==> src/rtl/cr_ifu_lpmd_resp_pkg.sv <==
`default_nettype none
// ============================================================================
// Module : cr_ifu_lpmd_resp_pkg
// Brief  : Shared cp0/IFU low-power-mode types and defaults.
// Rev    : 1.0  initial release
// ============================================================================
package cr_ifu_lpmd_resp_pkg;

    localparam int OUTSTD_MAX_DFLT = 2;
    localparam int CNT_W_DFLT      = 2;

    // Entry path IDLE->DRAIN->ACK->SLEEP changes one bit per step
    typedef enum logic [1:0] {
        LPMD_IDLE  = 2'b00,
        LPMD_DRAIN = 2'b01,
        LPMD_ACK   = 2'b11,
        LPMD_SLEEP = 2'b10
    } lpmd_state_e;

endpackage : cr_ifu_lpmd_resp_pkg
`default_nettype wire

==> src/rtl/cr_ifu_lpmd_resp_if.sv <==
`default_nettype none
// ============================================================================
// Module : cr_ifu_lpmd_resp_if
// Brief  : cp0 / bus-side handshake bundle for the IFU lpmd responder.
// Rev    : 1.0  initial release
// ============================================================================
interface cr_ifu_lpmd_resp_if #(
    parameter int CNT_W = 2
);
    logic             cp0_ifu_lpmd_req;
    logic             cp0_ifu_in_lpmd;
    logic             iu_yy_xx_flush;
    logic             bmu_ifu_grnt;
    logic             bmu_ifu_trans_cmplt;
    logic             ifu_cp0_lpmd_ack;
    logic             lpmd_ifu_req_mask;
    logic             lpmd_ifu_sleep;
    logic [CNT_W-1:0] lpmd_outstd_cnt;

    modport slave (
        input  cp0_ifu_lpmd_req,
        input  cp0_ifu_in_lpmd,
        input  iu_yy_xx_flush,
        input  bmu_ifu_grnt,
        input  bmu_ifu_trans_cmplt,
        output ifu_cp0_lpmd_ack,
        output lpmd_ifu_req_mask,
        output lpmd_ifu_sleep,
        output lpmd_outstd_cnt
    );

    modport master (
        output cp0_ifu_lpmd_req,
        output cp0_ifu_in_lpmd,
        output iu_yy_xx_flush,
        output bmu_ifu_grnt,
        output bmu_ifu_trans_cmplt,
        input  ifu_cp0_lpmd_ack,
        input  lpmd_ifu_req_mask,
        input  lpmd_ifu_sleep,
        input  lpmd_outstd_cnt
    );

endinterface : cr_ifu_lpmd_resp_if
`default_nettype wire

==> src/rtl/cr_ifu_lpmd_outstd_cnt.sv <==
`default_nettype none
// ============================================================================
// Module : cr_ifu_lpmd_outstd_cnt
// Brief  : Saturating in-flight fetch counter with next-value-zero lookahead.
// Rev    : 1.0  initial release
// ============================================================================
module cr_ifu_lpmd_outstd_cnt #(
    parameter int OUTSTD_MAX = 2,
    parameter int CNT_W      = 2
) (
    input  wire logic             forever_cpuclk,
    input  wire logic             cpurst_b,
    input  wire logic             grnt,
    input  wire logic             cmplt,
    output logic      [CNT_W-1:0] cnt,
    output logic                  cnt_zero_nxt
);

    localparam logic [CNT_W-1:0] C_MAX = CNT_W'(OUTSTD_MAX);

    logic [CNT_W-1:0] cnt_d;
    logic [CNT_W-1:0] cnt_q;

    // Out-of-range steps are bus protocol errors; holding keeps the count sane
    always_comb begin
        cnt_d = cnt_q;
        if (grnt && !cmplt && (cnt_q != C_MAX)) begin
            cnt_d = cnt_q + CNT_W'(1);
        end else if (cmplt && !grnt && (cnt_q != '0)) begin
            cnt_d = cnt_q - CNT_W'(1);
        end
    end

    always_ff @(posedge forever_cpuclk or negedge cpurst_b) begin
        if (!cpurst_b) begin
            cnt_q <= '0;
        end else begin
            cnt_q <= cnt_d;
        end
    end

    assign cnt          = cnt_q;
    assign cnt_zero_nxt = (cnt_d == '0);

endmodule : cr_ifu_lpmd_outstd_cnt
`default_nettype wire

==> src/rtl/cr_ifu_lpmd_resp.sv <==
`default_nettype none
// ============================================================================
// Module : cr_ifu_lpmd_resp
// Brief  : IFU responder for cp0 low-power entry: mask, drain, ack, sleep.
// Rev    : 1.0  initial release
// ============================================================================
module cr_ifu_lpmd_resp
    import cr_ifu_lpmd_resp_pkg::*;
#(
    parameter int OUTSTD_MAX = OUTSTD_MAX_DFLT,
    parameter int CNT_W      = CNT_W_DFLT
) (
    input  wire logic          forever_cpuclk,
    input  wire logic          cpurst_b,
    cr_ifu_lpmd_resp_if.slave  lpmd_if
);

    lpmd_state_e      state_d;
    lpmd_state_e      state_q;
    logic             ack_d;
    logic             ack_q;
    logic             sleep_d;
    logic             sleep_q;
    logic [CNT_W-1:0] outstd_cnt;
    logic             cnt_zero_nxt;
    logic             req;
    logic             in_lpmd;

    assign req     = lpmd_if.cp0_ifu_lpmd_req;
    assign in_lpmd = lpmd_if.cp0_ifu_in_lpmd;

    cr_ifu_lpmd_outstd_cnt #(
        .OUTSTD_MAX (OUTSTD_MAX),
        .CNT_W      (CNT_W)
    ) u_outstd_cnt (
        .forever_cpuclk (forever_cpuclk),
        .cpurst_b       (cpurst_b),
        .grnt           (lpmd_if.bmu_ifu_grnt),
        .cmplt          (lpmd_if.bmu_ifu_trans_cmplt),
        .cnt            (outstd_cnt),
        .cnt_zero_nxt   (cnt_zero_nxt)
    );

    always_comb begin
        state_d = state_q;
        if (lpmd_if.iu_yy_xx_flush) begin
            state_d = LPMD_IDLE;
        end else begin
            case (state_q)
                LPMD_IDLE: begin
                    if (req) state_d = cnt_zero_nxt ? LPMD_ACK : LPMD_DRAIN;
                end
                LPMD_DRAIN: begin
                    if (!req)              state_d = LPMD_IDLE;
                    else if (cnt_zero_nxt) state_d = LPMD_ACK;
                end
                LPMD_ACK: begin
                    // cp0 dropping req without entering lpmd means a wake-up aborted entry
                    if (!req) state_d = in_lpmd ? LPMD_SLEEP : LPMD_IDLE;
                end
                LPMD_SLEEP: begin
                    if (!in_lpmd) state_d = LPMD_IDLE;
                end
                default: state_d = LPMD_IDLE;
            endcase
        end
        ack_d   = (state_d == LPMD_ACK);
        sleep_d = (state_d == LPMD_SLEEP);
    end

    always_ff @(posedge forever_cpuclk or negedge cpurst_b) begin
        if (!cpurst_b) begin
            state_q <= LPMD_IDLE;
            ack_q   <= 1'b0;
            sleep_q <= 1'b0;
        end else begin
            state_q <= state_d;
            ack_q   <= ack_d;
            sleep_q <= sleep_d;
        end
    end

    // Raw req in the mask closes the window in the cycle req first rises
    assign lpmd_if.lpmd_ifu_req_mask = req | (state_q != LPMD_IDLE);
    assign lpmd_if.ifu_cp0_lpmd_ack  = ack_q;
    assign lpmd_if.lpmd_ifu_sleep    = sleep_q;
    assign lpmd_if.lpmd_outstd_cnt   = outstd_cnt;

endmodule : cr_ifu_lpmd_resp
`default_nettype wire

==> src/flat_wrapper.sv <==
// flat-port wrapper written by rule: the top's interface ports become plain ports
module cr_ifu_lpmd_resp_flat import cr_ifu_lpmd_resp_pkg::*;
#(
    parameter int OUTSTD_MAX = OUTSTD_MAX_DFLT,
    parameter int CNT_W      = CNT_W_DFLT
)
  (forever_cpuclk, cpurst_b, lpmd_if_cp0_ifu_lpmd_req, lpmd_if_cp0_ifu_in_lpmd, lpmd_if_iu_yy_xx_flush, lpmd_if_bmu_ifu_grnt, lpmd_if_bmu_ifu_trans_cmplt, lpmd_if_ifu_cp0_lpmd_ack, lpmd_if_lpmd_ifu_req_mask, lpmd_if_lpmd_ifu_sleep, lpmd_if_lpmd_outstd_cnt);
  cr_ifu_lpmd_resp_if #(.CNT_W(CNT_W)) lpmd_if_i ();
  input  wire logic forever_cpuclk;
  input  wire logic cpurst_b;
  input wire logic [$bits(lpmd_if_i.cp0_ifu_lpmd_req)-1:0] lpmd_if_cp0_ifu_lpmd_req;
  input wire logic [$bits(lpmd_if_i.cp0_ifu_in_lpmd)-1:0] lpmd_if_cp0_ifu_in_lpmd;
  input wire logic [$bits(lpmd_if_i.iu_yy_xx_flush)-1:0] lpmd_if_iu_yy_xx_flush;
  input wire logic [$bits(lpmd_if_i.bmu_ifu_grnt)-1:0] lpmd_if_bmu_ifu_grnt;
  input wire logic [$bits(lpmd_if_i.bmu_ifu_trans_cmplt)-1:0] lpmd_if_bmu_ifu_trans_cmplt;
  output wire logic [$bits(lpmd_if_i.ifu_cp0_lpmd_ack)-1:0] lpmd_if_ifu_cp0_lpmd_ack;
  output wire logic [$bits(lpmd_if_i.lpmd_ifu_req_mask)-1:0] lpmd_if_lpmd_ifu_req_mask;
  output wire logic [$bits(lpmd_if_i.lpmd_ifu_sleep)-1:0] lpmd_if_lpmd_ifu_sleep;
  output wire logic [$bits(lpmd_if_i.lpmd_outstd_cnt)-1:0] lpmd_if_lpmd_outstd_cnt;
  assign lpmd_if_i.cp0_ifu_lpmd_req = lpmd_if_cp0_ifu_lpmd_req;
  assign lpmd_if_i.cp0_ifu_in_lpmd = lpmd_if_cp0_ifu_in_lpmd;
  assign lpmd_if_i.iu_yy_xx_flush = lpmd_if_iu_yy_xx_flush;
  assign lpmd_if_i.bmu_ifu_grnt = lpmd_if_bmu_ifu_grnt;
  assign lpmd_if_i.bmu_ifu_trans_cmplt = lpmd_if_bmu_ifu_trans_cmplt;
  assign lpmd_if_ifu_cp0_lpmd_ack = lpmd_if_i.ifu_cp0_lpmd_ack;
  assign lpmd_if_lpmd_ifu_req_mask = lpmd_if_i.lpmd_ifu_req_mask;
  assign lpmd_if_lpmd_ifu_sleep = lpmd_if_i.lpmd_ifu_sleep;
  assign lpmd_if_lpmd_outstd_cnt = lpmd_if_i.lpmd_outstd_cnt;
  cr_ifu_lpmd_resp #(.OUTSTD_MAX(OUTSTD_MAX), .CNT_W(CNT_W)) u_core (.forever_cpuclk(forever_cpuclk), .cpurst_b(cpurst_b), .lpmd_if(lpmd_if_i));
endmodule
==> config.mk <==
export PLATFORM = sky130hd
export DESIGN_NAME = cr_ifu_lpmd_resp_flat
export DESIGN_NICKNAME = d
export VERILOG_FILES = /design/src/rtl/cr_ifu_lpmd_resp_pkg.sv /design/src/rtl/cr_ifu_lpmd_resp_if.sv /design/src/rtl/cr_ifu_lpmd_outstd_cnt.sv /design/src/rtl/cr_ifu_lpmd_resp.sv /design/src/flat_wrapper.sv
export SDC_FILE = /design/constraint.sdc
export NUM_CORES = 1
export LEC_CHECK = 0
export BUFFER_PORTS_ARGS = -buffer_cell sky130_fd_sc_hd__buf_2
export CAP_MARGIN = 20
export CORE_AREA = 2 2 39 41
export CTS_CLUSTER_SIZE = 20
export DETAILED_ROUTE_END_ITERATION = 8
export DIE_AREA = 0 0 41 43
export REMOVE_ABC_BUFFERS = 1
export SYNTH_ARGS = -nofsm -noshare
export SYNTH_HDL_FRONTEND = slang
export SYNTH_SLANG_ARGS = --single-unit
export TNS_END_PERCENT = 20
==> constraint.sdc <==
create_clock -name forever_cpuclk -period 1.9 [get_ports forever_cpuclk]
set_input_delay 0.095 -clock forever_cpuclk [delete_from_list [all_inputs] [get_ports forever_cpuclk]]
set_output_delay 0.095 -clock forever_cpuclk [all_outputs]
set_load 0.005 [all_outputs]
==> results.py <==
metrics = {
    "global_routing": {
        "grt_antenna_before_repair": 0,
        "grt.overflow.total": 0,
        "grt_pass1_vias": 305,
        "grt_max_degree": 8,
        "grt_pass1_wl_mm": 1.24,
        "track_usage_pct": 10.2,
    },
    "placement": {
        "gp_congestion": 0.661,
        "io_buffers": 11,
        "dp_hpwl_um": 581,
        "place_inst": 64,
    },
    "timing": {
        "hold_viol": 0,
        "min_period_ps": 1580,
        "slew_viol_final": 0,
        "final-setup-viol-count": 0,
        "rsz0062_at_grt": "false",
        "fin_tns_setup_ps": 0,
        "max_slew.worst_pin.slew_ps": 319,
        "fmax_mhz": 631,
        "fin_skew_ps": 0.108,
        "maxSlewHeadroom_pct": 78.7,
        "min_period_over_period_pct": 83.3,
        "fin_hold_ws_ps": 34.1,
    },
    "cts": {
        "cts.path.max_buffers": 2,
        "clockRootBuffer": "clkbuf_4",
        "htree_levels": 1,
        "clock-sinks": 6,
        "cts_buffers": 3,
        "cts.clk_slew.worst_paths_ps": 40,
        "cts_hold_buf": 1,
        "post_cts_buffers": 0,
        "clock_latency_ps": 240,
        "cts_tree": "built",
        "cts_resized": 0,
    },
    "logic_synthesis": {
        "yosysTopAreaCell": "dfrtp_1",
        "yosysWarnings": 0,
        "synth.top_cells.by_area": "dfrtp_1, a221oi_4, ha_1",
        "avgSynthCellArea_um2": 10.1,
        "syn_inst": 37,
        "ys_types": 23,
        "synth_ff_type": "dfrtp_1",
        "synth_area_um2": 374,
        "synth_edf_count": 0,
        "synth_top_area_share_pct": 40.1,
        "async_flop_share_pct": 100,
        "synth_seq_cells": 6,
        "yosysSeqAreaShare_pct": 40.1,
    },
    "critical_path": {
        "crit_path_max_fanout": 6,
        "end_kind": "flop",
        "r2r_cells": 6,
        "worstSetupStartpointType": "flop",
        "cp_data_required_time_ps": 2060,
        "critPathArrivalTime_ps": 1740,
        "reg2reg_setup_slack_ps": 320,
        "r2r_start": "u_core.u_outstd_cnt.cnt[1]",
        "critical_path_class": "flop to flop",
        "startpoint": "u_core.u_outstd_cnt.cnt[1]",
    },
    "cells_and_area": {
        "area_delta_synth_final_pct": 28.8,
        "antenna_cells": 0,
        "layout_common_cells": "buf_2, dfrtp_1, inv_1",
        "stdcell_count": 68,
        "fin_nets": 63,
        "drive_above_1_share_pct": 36.5,
        "final_common_cell": "buf_2",
    },
    "run_status": {
        "status": "finished clean",
    },
    "power": {
        "power_frac_seq_pct": 33.7,
        "clockPowerShare_pct": 19.7,
        "p_leak_nw": 0.227,
        "p_sw_mw": 0.232,
        "combPwrFrac_pct": 46.6,
        "p_int_mw": 0.356,
        "switching_share_pct": 39.5,
        "cellPowerDensity_mw_per_mm2": 1220,
        "ir_drop_mv": 0.301,
    },
    "drt": {
        "drcViolationCount": 0,
        "first_iter_violations": 6,
        "vias": 320,
        "dr.pass1.iters": 4,
        "ant_nets": 0,
        "vias_per_cell": 4.71,
        "wire_per_inst_um": 10.3,
        "wl_um": 700,
    },
    "die": {
        "rows": 14,
        "die_w_um": 41,
        "io-pin-count": 12,
        "die_y_um": 43,
        "die-area_mm2": 0.00176,
        "coreArea_mm2": 0.00138,
        "start_util_pct": 27.0,
    },
    "worst_hold_path": {
        "min_path_cells": 2,
        "hp-start": "lpmd_if_iu_yy_xx_flush",
        "hp-class": "input pin to flop",
    },
    "run": {
        "maxCapViolCount": 0,
    },
}
power groups by stage:
stage / logic, mW / clock network (mW) / registers (mW)
final: 0.274 / 0.116 / 0.198
after global routing: 0.308 / 0.130 / 0.207
after CTS: 0.277 / 0.123 / 0.200
after detailed placement: 0.274 / 0 / 0.202
after global placement: 0.269 / 0 / 0.199
after floorplan: 0.200 / 0 / 0.199
per-layer routing:
metal	vias up	part of all wire, %	global-route usage (%)
li1	169	-	-
met4	0	0	6.00
met2	10	46	12.8
met3	0	6.0	1.57
met5	-	0	0
met1	141	48	15.9
metrics by stage:
stage	worst slack [ps]	total power [mW]	utilization, %	cell area [um2]
3_3_place_gp	346	0.468	32.5	449
5_1_grt	135	0.645	34.8	482
4_1_cts	306	0.600	34.8	482
3_5_place_dp	314	0.475	32.5	449
6_report	316	0.588	34.8	482
2_1_floorplan	437	0.399	-	374
cells by family after synthesis:
kind of cell	share of synthesized area, %
flip-flops	40.1
buffers and inverters	5.02
adder cells (fa/ha/maj)	6.69
AND/OR/NAND/NOR	16.4
AO/OA/AOI/OAI	31.8
final cells by class:
type / count / area (um2)
well taps: 16 / 20.0
inverters: 5 / 18.8
repair buffers: 12 / 65.1
flip-flops and latches: 6 / 150
clock buffers: 3 / 22.5
fillers: 146 / 902
multi-input cells: 26 / 205
Yosys cell counts (2+ instances only):
cell type,instances
dfrtp_1,6
nand2b_1,2
nor2_1,3
inv_1,5
ha_1,2
a21oi_1,2
path summary, 6_finish.rpt:
check                                                 to
max reg2reg                            u_core.state_q[1]
max                                    u_core.state_q[1]
min                        u_core.lpmd_if.lpmd_ifu_sleep
min reg2reg                u_core.lpmd_if.lpmd_ifu_sleep
min in group asynchronous              u_core.state_q[0]
max in group asynchronous     u_core.u_outstd_cnt.cnt[1]
worst max-delay path: stages (launching register included):
cell      delay [ps]
dfrtp_1          450
inv_1             70
ha_1             340
nor4b_1           70
a31oi_1          240
o21ai_2          120
a211oi_2         210
sequential cells by signal (all words and copies together), names as in the netlist:
name / flops
u_core.state_q: 2
u_core.lpmd_if.ifu_cp0_lpmd_ack: 1
u_core.lpmd_if.lpmd_ifu_sleep: 1
u_core.u_outstd_cnt.cnt: 2
(Power assumes the default switching activity.)
